--- src/rtl/ram_arbiter.sv ---
`default_nettype none
// =====================================================================
// Module   : ram_arbiter
// Brief    : Round-robin sharing of one block RAM between two ports,
//            with a registered RAM bus and fixed-latency read return.
//            Optional macro ARB_DUAL_ISSUE_EN: a read and a write may be
//            granted together in one cycle.
// Revision : 1.0 - initial release
// =====================================================================
module ram_arbiter #(
    parameter int AW       = 9,
    parameter int DW       = 8,
    parameter int READ_LAT = 1
) (
    input  logic          clk,
    input  logic          rst,
    input  logic          p0_req,
    input  logic          p0_we,
    input  logic [AW-1:0] p0_addr,
    input  logic [DW-1:0] p0_wdata,
    output logic          p0_gnt,
    output logic          p0_rvalid,
    output logic [DW-1:0] p0_rdata,
    input  logic          p1_req,
    input  logic          p1_we,
    input  logic [AW-1:0] p1_addr,
    input  logic [DW-1:0] p1_wdata,
    output logic          p1_gnt,
    output logic          p1_rvalid,
    output logic [DW-1:0] p1_rdata,
    output logic [AW-1:0] ram_raddr,
    output logic [AW-1:0] ram_waddr,
    output logic [DW-1:0] ram_wdata,
    output logic          ram_we,
    input  logic [DW-1:0] ram_rdata
);

    logic w_both;
    logic w_dual;
    logic w_gnt0;
    logic w_gnt1;
    logic w_wr0;
    logic w_wr1;
    logic w_rd0;
    logic w_rd1;
    logic w_ret;
    logic r_last;
    // Read tags; the p*_rvalid registers form the final stage.
    logic [READ_LAT-1:0] r_tag_v;
    logic [READ_LAT-1:0] r_tag_p;

    assign w_both = p0_req & p1_req;

`ifdef ARB_DUAL_ISSUE_EN
    assign w_dual = w_both & (p0_we ^ p1_we);
`else
    assign w_dual = 1'b0;
`endif

    always_comb begin
        w_gnt0 = 1'b0;
        w_gnt1 = 1'b0;
        if (rst) begin
            if (w_dual) begin
                w_gnt0 = 1'b1;
                w_gnt1 = 1'b1;
            end else if (w_both) begin
                w_gnt0 = r_last;
                w_gnt1 = ~r_last;
            end else begin
                w_gnt0 = p0_req;
                w_gnt1 = p1_req;
            end
        end
    end

    assign p0_gnt = w_gnt0;
    assign p1_gnt = w_gnt1;
    assign w_wr0  = w_gnt0 & p0_we;
    assign w_wr1  = w_gnt1 & p1_we;
    assign w_rd0  = w_gnt0 & ~p0_we;
    assign w_rd1  = w_gnt1 & ~p1_we;
    assign w_ret  = r_tag_v[READ_LAT-1];

    always_ff @(posedge clk) begin
        if (!rst) begin
            r_last    <= 1'b1;
            ram_we    <= 1'b0;
            ram_raddr <= '0;
            ram_waddr <= '0;
            ram_wdata <= '0;
            r_tag_v   <= '0;
            r_tag_p   <= '0;
            p0_rvalid <= 1'b0;
            p1_rvalid <= 1'b0;
            p0_rdata  <= '0;
            p1_rdata  <= '0;
        end else begin
            if (!w_dual) begin
                if (w_gnt0) begin
                    r_last <= 1'b0;
                end else if (w_gnt1) begin
                    r_last <= 1'b1;
                end
            end

            ram_we <= w_wr0 | w_wr1;
            if (w_wr0) begin
                ram_waddr <= p0_addr;
                ram_wdata <= p0_wdata;
            end else if (w_wr1) begin
                ram_waddr <= p1_addr;
                ram_wdata <= p1_wdata;
            end

            if (w_rd0) begin
                ram_raddr <= p0_addr;
            end else if (w_rd1) begin
                ram_raddr <= p1_addr;
            end

            r_tag_v[0] <= w_rd0 | w_rd1;
            r_tag_p[0] <= w_rd1;
            for (int i = 1; i < READ_LAT; i++) begin
                r_tag_v[i] <= r_tag_v[i-1];
                r_tag_p[i] <= r_tag_p[i-1];
            end

            p0_rvalid <= w_ret & ~r_tag_p[READ_LAT-1];
            p1_rvalid <= w_ret &  r_tag_p[READ_LAT-1];
            if (w_ret & ~r_tag_p[READ_LAT-1]) begin
                p0_rdata <= ram_rdata;
            end
            if (w_ret & r_tag_p[READ_LAT-1]) begin
                p1_rdata <= ram_rdata;
            end
        end
    end

endmodule
`default_nettype wire

--- config.mk ---
export PLATFORM = sky130hd
export DESIGN_NAME = ram_arbiter
export DESIGN_NICKNAME = d
export VERILOG_FILES = /design/src/rtl/ram_arbiter.sv
export SDC_FILE = /design/constraint.sdc
export NUM_CORES = 1
export LEC_CHECK = 0
export ABC_AREA = 1
export CAP_MARGIN = 20
export CORE_MARGIN = 2
export CORE_UTILIZATION = 39
export DETAILED_ROUTE_END_ITERATION = 12
export PLACE_DENSITY = 0.76
export SYNTH_ARGS = -nofsm -noshare
export SYNTH_HDL_FRONTEND = slang
export SYNTH_SLANG_ARGS = --single-unit
--- constraint.sdc ---
create_clock -name clk -period 1.1 [get_ports clk]
set_input_delay 0.22 -clock clk [delete_from_list [all_inputs] [get_ports clk]]
set_output_delay 0.22 -clock clk [all_outputs]
set_load 0.1 [all_outputs]
==> metrics, run 1 <==
Port-buffer cells=94; Least-Margin Pin Slew=0.301 ns; Hold-fix buffers, CTS=0; Setup crit end=p0_gnt; Logic pwr share=36.9%; Root Driver=clkbuf_8; total track usage=24.4%; max-slew violations=0; placer congestion estimate=0.832; Initial Util=40.3%; Seq pwr share=40.1%; Max Cap Viol=0; initial antenna violation count=1; element type at the critical path end=primary output; Remaining DRCs=0; worst reg-to-reg setup slack=-0.25 ns; Peak Freq=731 MHz; fillcell total=391; Final min period=1.37 ns; post-synthesis register bit count=48; sw power=1780 uW; overall power=4810 uW; FP Rows=28; post-synthesis sequential area ratio=40.3%; largest net degree at the start of global routing=29; CP max FO=2; Syn Nets=374; post-synthesis cell type count=23; Via density=5.33; CP Launch Point=r_last; Ys Warns=0; Clk Latency, worst-skew pair=0.31 ns; violated checks=setup timing; H-tree Lvls=2; CP Data Required Time=0.88 ns; Worst Setup Path Type=reg -> out; TritonCTS clock tree=yes; pwr/cell area=1110 mW/mm2; fraction of the cycle the final worst path needs=124%; Routed WL=8.30 mm; Peak VDD IR=758 uV; RSZ-0062 raised after global routing=true; Synth Cell Area=0.00238 mm2; Layout Cells excl Fill=518; area grow syn2layout=81.0%; final hold vios=0; Final HPWL DP=5.38 mm; CTS buffer count=5; drt wl/cell=16.0 um; vias in the first global route=2699; # IOs=95; CTS sink cnt=48; layout cell share with drive strength beyond 1=41.6%; nets@finish=489; Vert. Die Dim=82.2 um; clock share of power=23.0%; setup ws final=-0.267 ns; Vias=2759; DRT Pass-1 Iters=4; most common cell after layout, fill and taps aside=nor2_1; Post-DRT Antenna Nets=0; Syn Area/Cell=7.32 um2; FF-to-FF End=ram_wdata[4]; startpoint types=register; CP arrival=1.15 ns; Core Footprint=0.00592 mm2; clock skew=0.00896 ns; status=finished, violations left; CTS clk-pin slew, worst paths=0.08 ns; Slew HR=79.9%; Horiz. Die Dim=82.2 um; maximum clock insertion buffer count=2; most frequent cells in the layout=84 x nor2_1, 52 x nand4_1, 48 x buf_12; origin of the critical flop-to-flop path=r_last; worst hold path type=in -> reg; leakage=0.00180 uW; Initial DRC Count=184; Placed Instances=499; first-pass GRT wire length=12.6 mm; total congestion overflow=0; final core area utilization=72.9%; hold_ws=0.359 ns; die area=0.00676 mm2; Sw Share=37.1%; cell depth of the worst flop-to-flop path=8; final setup fails=30; Mapped Cells=326; P_int=3030 uW
[metrics by stage]
| step | setup TNS [ns] | setup WS, ns | area, um2 |
|---|---|---|---|
| 2_1_floorplan | -1.04 | -0.248 | 2490 |
| 3_3_place_gp | -18.45 | -0.550 | 3990 |
| 3_5_place_dp | -20.63 | -0.592 | 3990 |
| 4_1_cts | -5.12 | -0.272 | 4210 |
| 5_1_grt | -7.76 | -0.315 | 4320 |
| 6_report | -5.86 | -0.267 | 4320 |
[synth_stat cells, drive strengths merged]
library cell    n  share of area [%]
a21oi           1               0.21
clkbuf          3               0.52
buf            17                7.3
nand2          34                6.7
dfxtp          48                 40
nand4          52                 14
o211ai          1               0.31
inv            36                5.8
nor2          113                 20
o21ai          16                3.4
clkinv          1               0.16
nand3           4                2.0
[cell families (layout without fill, tap and decap cells)]
kind of cell,count (synthesis),count (layout),share of synthesized area (%)
flip-flops,48,48,40.3
other,0,1,0
AND/OR/NAND/NOR,203,207,42.1
buffers and inverters,57,169,13.7
AO/OA/AOI/OAI,18,18,3.88
[what timing repair did]
| action | CTS | global route |
|---|---|---|
| endpoints found under the setup margin | 31 | 43 |
| buffers inserted | 6 | 1 |
| resized for setup | 15 | 27 |
| pin swaps | 5 | 14 |
| gates cloned | 3 | 2 |
[state kept, by name, indices dropped and copies added, names as in the netlist]
signal     flops
ram_we         1
p1_rdata       8
p0_rdata       8
ram_wdata      8
ram_raddr      9
p1_rvalid      1
r_tag_p        1
r_tag_v        1
r_last         1
ram_waddr      9
p0_rvalid      1
[worst max-delay path, cell delays in order, from the launching register on]
cell     delay, ns
dfxtp_2       0.35
inv_2         0.04
buf_6         0.11
a21oi_4       0.15
buf_12        0.19
[how the worst min path moves through the flow]
stage	cells past startpoint	start	end	slack (ns)
floorplan	1	p0_req	r_last	0.35
global placement	2	p1_rdata[3]	p1_rdata[3]	0.49
detailed placement	2	p1_rdata[1]	p1_rdata[1]	0.50
CTS	2	rst	r_last	0.35
global route	2	rst	r_last	0.40
finish	2	rst	r_last	0.36
[power by group through the flow]
stage	Clock (uW)	Combinational [uW]	Sequential (uW)
3_5_place_dp	0	1640	1970
4_1_cts	1110	1700	1930
3_3_place_gp	0	1610	1960
6_report	1110	1780	1930
5_1_grt	1180	1850	1940
2_1_floorplan	0	445	2500
[metal layers]
| layer | part of all wire (%) | track usage [%] | vias to the layer above |
|---|---|---|---|
| li1 | - | - | 1305 |
| met1 | 39 | 29.6 | 1257 |
| met3 | 6.6 | 4.57 | 37 |
| met4 | 5.1 | 15.3 | 0 |
| met5 | 0 | 0 | - |
| met2 | 50 | 39.7 | 160 |
[final cells by class]
class / instances / area (um2) / area share [%]
tap: 75 / 93.8 / 2.17
clock inverter: 2 / 10.0 / 0.232
antenna: 1 / 2.50 / 0.0580
clock buffer: 6 / 82.6 / 1.91
multi-input combinational: 225 / 1290 / 29.9
inverter: 37 / 151 / 3.51
timing repair buffer: 123 / 1660 / 38.5
timing repair inverter: 1 / 7.51 / 0.174
sequential: 48 / 1020 / 23.6
No activity file was read; power rests on OpenSTA's default activity.
==> inputs of run 2 (changes only) <==
--- a/config.mk
+++ b/config.mk
@@ -6,8 +6,6 @@
 export NUM_CORES = 1
 export LEC_CHECK = 0
 export ABC_AREA = 1
-export CAP_MARGIN = 20
-export CORE_MARGIN = 2
 export CORE_UTILIZATION = 39
 export DETAILED_ROUTE_END_ITERATION = 12
 export PLACE_DENSITY = 0.76
==> run 2 against run 1 <==
Against the previous run:
- the flow still finishes with violations (setup timing)
- via count is 2.7% lower
- worst hold slack worse by 0.036 ns
- first-iteration DRC count is 14% lower
- critical path depth stayed put
- clock skew is 0.0053 ns lower
- total power is 3.1% lower
- global-route usage is 0.26 points lower
- setup slack worse by 0.022 ns
- largest cell class unchanged
==> metrics, run 2 (synthesis results as in run 1) <==
number of antenna diodes=0 (-1); Slew HR=74.9% (-5.0 points); Clk Latency, worst-skew pair=0.30 ns (about the same); CP cell instances=clkdlybuf4s15_1 -> buf_4 -> a21oi_4 -> buf_12; most common cell after layout, fill and taps aside=nor2_1; Post-DRT Antenna Nets=0 (unchanged); nets@finish=488 (-0.20%); max incr delay on CP=0.35 ns (about the same); final core area utilization=71.4% (-1.4 points); pwr/cell area=1100 mW/mm2 (-1.1%); worst hold start=rst; initial antenna violation count=0 (-1); die area=0.00643 mm2 (-4.8%); Routed WL=7.79 mm (-6.1%); CTS buffer count=5 (unchanged); most frequent cells in the layout=94 x nor2_1, 52 x nand4_1, 49 x buf_12; Vert. Die Dim=80.2 um (-2.4%); CP max-delay cell=clkdlybuf4s15_1; Remaining DRCs=0 (unchanged); largest net degree at the start of global routing=29 (unchanged); Hold-fix buffers, CTS=0 (unchanged); CP max FO=3 (+1); worst hold path type=in -> reg; # IOs=95 (unchanged); layout cell share with drive strength beyond 1=38.9% (-2.8 points); total track usage=24.2% (-0.26 points); Root Driver=clkbuf_8; status=finished, violations left; H-tree Lvls=2 (unchanged); Layout Cells excl Fill=515 (-0.58%); drt wl/cell=15.1 um (-5.6%); Initial DRC Count=158 (-14%); FP Rows=28 (unchanged); CP Launch Point=p1_req; element type at the critical path end=primary output; Least-Margin Pin Slew=0.376 ns (+0.0752 ns); Final Cell Area=0.00423 mm2 (-2.0%); fraction of the cycle the final worst path needs=126% (+2.0 points); placer congestion estimate=0.843 (+1.3%); startpoint types=primary input; setup ws final=-0.289 ns (-0.0219 ns); first-pass GRT wire length=12.0 mm (-5.3%); Port-buffer cells=94 (unchanged); CTS sink cnt=48 (unchanged); origin of the critical flop-to-flop path=r_last; max-slew violations=0 (unchanged); Horiz. Die Dim=80.2 um (-2.4%); TritonCTS clock tree=yes; CP Data Required Time=0.88 ns (about the same); Peak Freq=720 MHz (-1.6%); total congestion overflow=0 (unchanged); Peak VDD IR=630 uV (-17%); Largest regs=ram_raddr (9), ram_waddr (9); Worst Setup Path Type=in -> out; leakage=0.00179 uW (-0.66%); Via density=5.21 (-2.1%); Initial Util=40.3% (unchanged); RSZ-0062 raised after global routing=true; Max Cap Viol=0 (unchanged); clock skew=0.00370 ns (-0.00526 ns); Vias=2685 (-2.7%); maximum clock insertion buffer count=2 (unchanged); final setup fails=29 (-3.3%); Final min period=1.39 ns (+0.0219 ns); Placed Area=0.00400 mm2 (+0.38%); final hold vios=0 (unchanged); Final HPWL DP=5.26 mm (-2.2%); area grow syn2layout=77.4%; violated checks=setup timing; CTS clk-pin slew, worst paths=0.08 ns (about the same); DRT Pass-1 Iters=4 (unchanged); vias in the first global route=2513 (-6.9%); Core Footprint=0.00592 mm2 (unchanged); CP arrival=1.17 ns (+0.02 ns); Placed Instances=501 (+0.40%)
[run 2: what timing repair did]
| action | in CTS | in global routing |
|---|---|---|
| buffers inserted | 3 | 1 |
| endpoints found under the setup margin | 34 | 35 |
| gates cloned | 2 | 1 |
| pin swaps | 4 | 7 |
| gates resized for setup | 17 | 10 |
[run 2: final timing paths]
check,end,slack (ns),cells after the start
max,p0_gnt,-0.29,4
max reg2reg,ram_waddr[8],-0.22,8
min reg2reg,p1_rdata[2],0.52,2
min,r_last,0.32,2
[run 2: power by group]
| part | internal [uW] | switching (uW) | leakage (uW) |
|---|---|---|---|
| combinational | 669 | 1060 | 0.00134 |
| sequential | 1840 | 88.7 | 0.000411 |
| clock | 433 | 566 | 0.0000410 |
[run 2: layer usage]
| layer | track usage (%) | vias to the layer above | wire length (um) |
|---|---|---|---|
| li1 | - | 1289 | - |
| met1 | 28.8 | 1245 | 3060 |
| met2 | 42.3 | 129 | 3990 |
| met3 | 4.32 | 22 | 470 |
| met4 | 10.2 | 0 | 267 |
| met5 | 0 | - | 0 |
[run 2: cell type report]
type	instances	area [um2]
clock buffer	6	72.6
clock inverter	1	5.00
fill	415	1690
inverter	37	149
multi-input combinational	224	1210
sequential	48	1020
tap	75	93.8
timing repair buffer	124	1680
[run 2: critical path, delay by kind of cell]
| kind | cells | cell delay [ns] |
|---|---|---|
| compound gates | 1 | 0.16 |
| buf+inv | 3 | 0.79 |
[run 2: through the flow]
step	TNS, ns	hold WS (ns)	power (uW)	worst slack [ns]
floorplan	-1.04	0.352	2940	-0.248
global placement	-19.04	0.493	3580	-0.538
detailed placement	-21.30	0.502	3610	-0.613
CTS	-3.12	0.323	4640	-0.276
global route	-6.06	0.373	4830	-0.309
finish	-4.57	0.323	4660	-0.289
